**src/rtl/tim_prescaler.sv**
```systemverilog
// Even-integer clock prescaler: divides clk_i by a sanitised even ratio into a
// 50 % duty clock plus a one-cycle tick on each rising edge. A new ratio is
// taken over a valid/ready handshake and applied at the next falling edge.
module tim_prescaler #(
    parameter int DIV_WIDTH = 32
) (
    input  logic                 clk_i,
    input  logic                 rst_i,
    input  logic [DIV_WIDTH-1:0] div_i,
    input  logic                 div_valid_i,
    output logic                 div_ready_o,
    output logic                 div_done_o,
    output logic                 clk_o,
    output logic                 tick_o
);

    typedef enum logic [1:0] {
        IDLE   = 2'd0,
        RUN    = 2'd1,
        SWITCH = 2'd2
    } state_t;

    state_t               state_q;
    state_t               state_d;
    logic [DIV_WIDTH-2:0] half_q;
    logic [DIV_WIDTH-2:0] pend_q;
    logic [DIV_WIDTH-2:0] cnt_q;
    logic [DIV_WIDTH-2:0] half_m1;
    logic                 clk_q;
    logic                 tick_q;
    logic                 accept;
    logic                 toggle;
    logic                 fall;

    // Half period of the sanitised ratio: values below 2 become 2, odd values
    // round down, so the half is simply the upper bits (minimum 1).
    function automatic logic [DIV_WIDTH-2:0] sanitise_half(input logic [DIV_WIDTH-1:0] d);
        if (d[DIV_WIDTH-1:1] == '0) begin
            return (DIV_WIDTH-1)'(1);
        end
        return d[DIV_WIDTH-1:1];
    endfunction

    assign half_m1     = half_q - (DIV_WIDTH-1)'(1);
    assign div_ready_o = (state_q != SWITCH);
    assign div_done_o  = (state_q == RUN);
    assign clk_o       = clk_q;
    assign tick_o      = tick_q;
    assign accept      = div_valid_i && div_ready_o;
    // The counter only runs once a ratio is committed; it never passes half-1.
    assign toggle      = (state_q != IDLE) && (cnt_q == half_m1);
    assign fall        = toggle && clk_q;

    // State register.
    always_ff @(posedge clk_i) begin
        if (rst_i) begin
            state_q <= IDLE;
        end else begin
            state_q <= state_d;
        end
    end

    // Next-state decode: a pending ratio is only committed on a falling edge.
    always_comb begin
        state_d = state_q;
        case (state_q)
            IDLE:    if (accept) state_d = RUN;
            RUN:     if (accept) state_d = SWITCH;
            SWITCH:  if (fall)   state_d = RUN;
            default: state_d = IDLE;
        endcase
    end

    // Divider datapath: half-period counter, divided clock, tick and ratio regs.
    always_ff @(posedge clk_i) begin
        if (rst_i) begin
            cnt_q  <= '0;
            half_q <= '0;
            pend_q <= '0;
            clk_q  <= 1'b0;
            tick_q <= 1'b0;
        end else begin
            tick_q <= toggle && !clk_q;
            case (state_q)
                IDLE: begin
                    clk_q <= 1'b0;
                    cnt_q <= '0;
                    if (accept) begin
                        half_q <= sanitise_half(div_i);
                    end
                end
                RUN: begin
                    if (accept) begin
                        pend_q <= sanitise_half(div_i);
                    end
                    if (toggle) begin
                        cnt_q <= '0;
                        clk_q <= ~clk_q;
                    end else begin
                        cnt_q <= cnt_q + (DIV_WIDTH-1)'(1);
                    end
                end
                SWITCH: begin
                    if (fall) begin
                        // Swap ratios exactly as the low phase begins so the
                        // high phase just finished keeps its full old width.
                        half_q <= pend_q;
                        cnt_q  <= '0;
                        clk_q  <= 1'b0;
                    end else if (toggle) begin
                        cnt_q <= '0;
                        clk_q <= ~clk_q;
                    end else begin
                        cnt_q <= cnt_q + (DIV_WIDTH-1)'(1);
                    end
                end
                default: begin
                    cnt_q <= '0;
                    clk_q <= 1'b0;
                end
            endcase
        end
    end

endmodule

```
**config.mk**
```make
export PLATFORM = sky130hd
export DESIGN_NAME = tim_prescaler
export DESIGN_NICKNAME = d
export VERILOG_FILES = /design/src/rtl/tim_prescaler.sv
export SDC_FILE = /design/constraint.sdc
export NUM_CORES = 1
export LEC_CHECK = 0
export BUFFER_PORTS_ARGS = -buffer_cell sky130_fd_sc_hd__buf_4
export CORE_AREA = 5 5 124 126
export DETAILED_ROUTE_END_ITERATION = 10
export DIE_AREA = 0 0 129 131
export PLACE_DENSITY_LB_ADDON = 0.05
export SYNTH_ARGS = -nofsm -noshare
export SYNTH_HDL_FRONTEND = slang
export SYNTH_SLANG_ARGS = --single-unit
```
**constraint.sdc**
```tcl
create_clock -name clk_i -period 6.7 [get_ports clk_i]
set_input_delay 0.335 -clock clk_i [delete_from_list [all_inputs] [get_ports clk_i]]
set_output_delay 0.335 -clock clk_i [all_outputs]
set_load 0.05 [all_outputs]
```
; ---- Yosys cells after proc, flatten, opt, wreduce, memory -nomap -nowiden
; Index checks and enable logic that the tools add are counted.
; W data, S select, Z words.
[classes]
addsub = 2
mul = 0
n_div = 0
order_cmp = 0
eq_ne = 7
shifts = 0
n_mux = 22
bitwise = 1
reduce_logical = 12
[ops]
columns = op, count
row1 = $mux W31, 7
row2 = $pmux W31 S2, 2
row3 = $add A31 B1 Y31 const B, 1
row4 = $eq A31 B31 Y1, 1
row5 = $logic_not A31 Y1, 1
row6 = $sub A31 B1 Y31 const B, 1
row7 = $mux W1, 8
row8 = $mux W2, 3
row9 = $ne A2 B2 Y1 const B, 3
row10 = $pmux W2 S3, 1
row11 = $reduce_and A3 Y1, 2
row12 = $logic_and A1 B1 Y1, 4
row13 = $reduce_bool A2 Y1, 2
row14 = $eq A2 B1 Y1 const B, 1
row15 = $eq A2 B2 Y1 const B, 1
row16 = $logic_not A2 Y1, 1
row17 = $ne A2 B1 Y1 const B, 1
row18 = $pmux W1 S2, 1
row19 = $reduce_and A2 Y1, 1
row20 = $logic_not A1 Y1, 1
row21 = $not A1 Y1, 1
[totals]
ff_bits = 97
latch_bits = 0
ram_bits = 0
mem_bits_ro = 0
input_bits = 35
out_inout_bits = 4
n_memories = 0

; ---- Depth between registers and ports, before layout
[logic_depth]
depth_word = 8
mapped_depth = 16

; ---- Least setup slack after synthesis
; Ideal clock, no wire load.
[synth_timing]
kind = register to register
startpoint = register half_q[0]
endpoint = register half_q[0]
setup_ns = 0.128
arrival_ns = 3.663
required_ns = 6.572
setup_slack_ns = 2.909
stages_incl_launch_ff = 16
cell_sequence = dfxtp_1 -> inv_1 -> ha_1 -> nor3b_4 -> nand4_2 -> or4_4 -> a2111oi_4 -> nand4_1 -> nor3_1 -> ha_1 -> inv_1 -> o31ai_1 -> clkbuf_1 -> nor2_1 -> a21oi_1 -> nor2_1
[synth_between]
elab_chain_len = 6
[synth_lines]
columns = element, line
row1 = start: declaration, 25  ; logic [DIV_WIDTH-2:0] half_q;
row2 = start signal: assignment, 89  ; half_q <= sanitise_half(div_i);
row3 = start signal: assignment, 107  ; half_q <= pend_q;
row4 = $sub A31 B1 Y31, 44  ; assign half_m1 = half_q - (DIV_WIDTH-1)'(1);
row5 = $eq A31 B31 Y1, 51  ; assign toggle = (state_q != IDLE) && (cnt_q == half_m1);
row6 = $logic_and A1 B1 Y1, 51
row7 = $logic_and A1 B1 Y1, 52  ; assign fall = toggle && clk_q;
row8 = $ne A2 B2 Y1 (no source line), -
row9 = $reduce_and A3 Y1 (no source line), -
; No other way between the ends.
; A chain may end at the register's enable or synchronous reset.

; ---- Worst setup path after layout
[layout_timing]
startpoint = register half_q[2]
endpoint = register half_q[0]
; The elaborated chain is that of the path after synthesis.

==> out/qor.log <==
qor: synthesis.total_standard_cell_area_after_synthesis 5350 um^2
qor: min_path.min_path_type in -> reg
qor: die.core_area 14200 um^2
qor: synthesis.yosys_register_bits 97
qor: timing.fin_worst_hold_slack 240 ps
qor: cells_and_area.design.final.nets 693
qor: timing.fin_crit 4520 ps
qor: detailed_routing.drtIter0Drc 224
qor: detailed_routing.wl 12700 um
qor: pwr.p_leak 2.04 nW
qor: critical_path.regToRegStartpoint half_q[2]
qor: global_routing.grt_antenna_before_repair 0
qor: global_routing.grt.total_usage 0.158
qor: synthesis.synth_cell_type_count 59
qor: flow_run.max_cap_check_violation_count 0
qor: timing.worst_slack 2180 ps
qor: die.design.die.area 16900 um^2
qor: timing.worst_pin_slew 1290 ps
qor: synthesis.synth_sequential_area_ratio 0.363
qor: run_status.outcome completed
qor: clocking.cts_hold_buffers 0
qor: cells_and_area.antenna_cells 0
qor: synthesis.async_reset_ff_frac 0
qor: clocking.post-cts-setup-buffers 0
qor: critical_path.required_time_of_the_critical_path 6920 ps
qor: cells_and_area.drive_gt1_frac 0.154
qor: synthesis.ys_top_cells_by_area sky130_fd_sc_hd__dfxtp_1, sky130_fd_sc_hd__mux2i_1, sky130_fd_sc_hd__nand2_1, sky130_fd_sc_hd__xor2_1, sky130_fd_sc_hd__xnor2_1
qor: timing.final_min_period_over_clock_period 0.674
qor: clocking.tritoncts done
qor: clocking.clock_path_buffers 2
qor: timing.report.final.setup_viol 0
qor: critical_path.arrival 4730 ps
qor: synthesis.synth-warning-count 0
qor: timing.timing.max_slew.rel_slack 0.143
qor: placement.dpl_worst_slack 2190 ps
qor: synthesis.synth_area_leader_cell sky130_fd_sc_hd__dfxtp_1
qor: synthesis.postSynthNetCount 679
qor: die.pin_count 39
qor: min_path.hold_path.startpoint div_i[30]
qor: clocking.root_buffer sky130_fd_sc_hd__clkbuf_16
qor: clocking.cts_buffers 9
qor: placement.gp_routability_congestion 0.787
qor: die.floorplan.initialDensity 0.376
qor: critical_path.slowest_delay 570 ps
qor: clocking.cts_htree_levels 3
qor: clocking.cts.reportedPaths.clkPinSlew 70 ps
qor: placement.io_buffers 37
qor: critical_path.timing.critical_path.fanout_max 62
qor: timing.rsz0062_at_grt no
qor: clocking.post_cts_resized 0
qor: critical_path.worst-setup-path-type reg -> reg
qor: clocking.tritoncts_num_sinks 97
qor: critical_path.crit_path_end_kind flop
qor: synthesis.synth_ff_type sky130_fd_sc_hd__dfxtp_1
qor: die.std_cell_rows 44
qor: global_routing.grt_pass1_wl 21000 um
qor: global_routing.grt_remaining_overflow 0
qor: cells_and_area.fillerInstances 1481
qor: timing.max_clk_rate 0.221 GHz
qor: synthesis.post_synth.cell_area_avg 8.40 um^2
qor: global_routing.first_global_vias 4046
qor: critical_path.worstSetupStartpointType flop
qor: clocking.insertion_delay 350 ps
qor: detailed_routing.route.vias.total 4306
qor: timing.number_of_max_slew_violations_in_the_final_report 0
qor: timing.hold_viol_final 0
qor: pwr.powerDensity 262 nW/um^2
qor: placement.detailedPlacementHpwl 9150 um
qor: detailed_routing.drtPass1Iterations 4
qor: global_routing.maximum_number_of_pins_on_one_net_before_global_route_repair 68
qor: critical_path.largest_delay_share_family_worst_path simple AND/OR/NAND/NOR gates
qor: critical_path.path_cells nor4_1, nand4_1, or3_1, mux2i_1, nor4_1, nand4_1, nor3_1, ha_1, inv_1, o31ai_4, buf_4, nor2_1, a21oi_1, nor2_1
qor: critical_path.critPathBufInv 2
qor: detailed_routing.postRouteAntennaNets 0
qor: die.die_height 131 um
qor: timing.finalSetupTns 0 ps
qor: cells_and_area.synthToLayoutAreaGrowth 12.5%
qor: timing.worst_clock_skew_on_the_final_layout 10.7 ps
qor: synthesis.count_of_flip_flops_with_a_built_in_enable_after_synthesis 0
qor: pwr.vdd_ir_drop_max 0.000164 V
qor: critical_path.worstSetupStartpoint half_q[2]
qor: detailed_routing.avgViaCountPerCell 5.13
qor: die.die_width 129 um
qor: synthesis.synthDominantCellAreaShare 0.363
qor: synthesis.synthCells 637
qor: critical_path.r2r_slack 2180 ps
qor: detailed_routing.remaining_drc_errors 0
qor: critical_path.timing.critical_path.slowest_stage_cell sky130_fd_sc_hd__nand4_1
qor: detailed_routing.wire_per_inst 15.1 um
-- flip-flops by register name (all words and copies together), names as in the netlist --
register and cells:
clk_o 1, cnt_q 31, half_q 31, pend_q 31, state_q 2, tick_o 1
-- final timing paths --
path,endpoint,depth (start not counted)
hold reg to reg,pend_q[29],2
setup / recovery,half_q[0],14
setup reg to reg,half_q[0],14
hold / removal,pend_q[29],3
-- per-stage QoR --
stage	total power [mW]	util	cell area [um^2]	std cells
3_5_place_dp	1.08	0.403	5720	824
6_report	1.58	0.424	6020	840
2_1_floorplan	0.977	-	5350	637
5_1_grt	1.67	0.424	6020	840
4_1_cts	1.60	0.424	6020	840
3_3_place_gp	1.07	0.403	5720	824
-- cell usage after synthesis, types with 3 or more instances --
library cell and number:
sky130_fd_sc_hd__a211oi_1 34, sky130_fd_sc_hd__a21oi_1 36, sky130_fd_sc_hd__and2_1 3, sky130_fd_sc_hd__and3_1 13, sky130_fd_sc_hd__buf_2 3, sky130_fd_sc_hd__buf_6 4
sky130_fd_sc_hd__clkbuf_1 28, sky130_fd_sc_hd__dfxtp_1 97, sky130_fd_sc_hd__ha_1 7, sky130_fd_sc_hd__inv_1 13, sky130_fd_sc_hd__mux2i_1 36, sky130_fd_sc_hd__nand2_1 87
sky130_fd_sc_hd__nand2b_1 5, sky130_fd_sc_hd__nand3_1 12, sky130_fd_sc_hd__nand3b_1 4, sky130_fd_sc_hd__nand4_1 11, sky130_fd_sc_hd__nor2_1 58, sky130_fd_sc_hd__nor2_2 30
sky130_fd_sc_hd__nor2b_1 3, sky130_fd_sc_hd__nor3_1 16, sky130_fd_sc_hd__nor4_1 13, sky130_fd_sc_hd__o21ai_0 5, sky130_fd_sc_hd__o311ai_0 3, sky130_fd_sc_hd__o31ai_1 3
sky130_fd_sc_hd__or3_1 5, sky130_fd_sc_hd__xnor2_1 31, sky130_fd_sc_hd__xor2_1 35
-- power breakdown --
part	internal, mW	switching, mW	leakage [nW]
sequential	0.620	0.0574	0.791
combinational	0.159	0.224	1.11
clock	0.278	0.238	0.145
-- area by class of cell --
class	instances	area, um^2	area share
Inverter	13	48.8	0.00811
Multi-Input combinational cell	491	3200	0.533
Clock inverter	5	45.0	0.00749
Tap cell	184	230	0.0383
Sequential cell	97	1940	0.323
Clock buffer	11	253	0.0420
Timing Repair Buffer	39	293	0.0487
-- metal layers --
layer  wire length [um]  track usage
met1               6610        0.226
met2               5440        0.232
met3                349       0.0260
met4                263       0.0716
met5                  0            0
-- tightest hold or removal path, delay by kind of cell --
family	cells	cell delay (ps)
buffers and inverters	1	120
and+or+nand+nor	1	50
AOI/OAI and AO/OA	1	50
-- cell families (layout without fill, tap and decap cells) --
| logic type | count (synthesis) | in the layout | synth area share |
|---|---|---|---|
| compound gates | 99 | 99 | 0.128 |
| xor+xnor | 66 | 66 | 0.108 |
| fa+ha+maj | 7 | 7 | 0.0164 |
| buf+inv | 49 | 68 | 0.0407 |
| flops | 97 | 97 | 0.363 |
| mux | 36 | 36 | 0.0674 |
| simple gates | 283 | 283 | 0.276 |
-- cells in the final DEF, fill, tap and decap left out, types with 3 or more instances in the layout --
cell	Yosys	routed
sky130_fd_sc_hd__dfxtp_1	97	97
sky130_fd_sc_hd__nand2_1	87	87
sky130_fd_sc_hd__nor2_1	58	58
sky130_fd_sc_hd__buf_4	0	39
sky130_fd_sc_hd__a21oi_1	36	36
sky130_fd_sc_hd__mux2i_1	36	36
sky130_fd_sc_hd__xor2_1	35	35
sky130_fd_sc_hd__a211oi_1	34	34
sky130_fd_sc_hd__xnor2_1	31	31
sky130_fd_sc_hd__nor2_2	30	30
sky130_fd_sc_hd__nor3_1	16	16
sky130_fd_sc_hd__inv_1	13	13
sky130_fd_sc_hd__nor4_1	13	13
sky130_fd_sc_hd__and3_1	13	13
sky130_fd_sc_hd__nand3_1	12	12
sky130_fd_sc_hd__nand4_1	11	11
sky130_fd_sc_hd__clkbuf_16	0	9
sky130_fd_sc_hd__ha_1	7	6
sky130_fd_sc_hd__or3_1	5	5
sky130_fd_sc_hd__o21ai_0	5	5
sky130_fd_sc_hd__nand2b_1	5	5
sky130_fd_sc_hd__nand3b_1	4	4
sky130_fd_sc_hd__and2_1	3	3
sky130_fd_sc_hd__o311ai_0	3	3
sky130_fd_sc_hd__nor2b_1	3	3
Note: power is estimated with default switching activity, not from simulation.
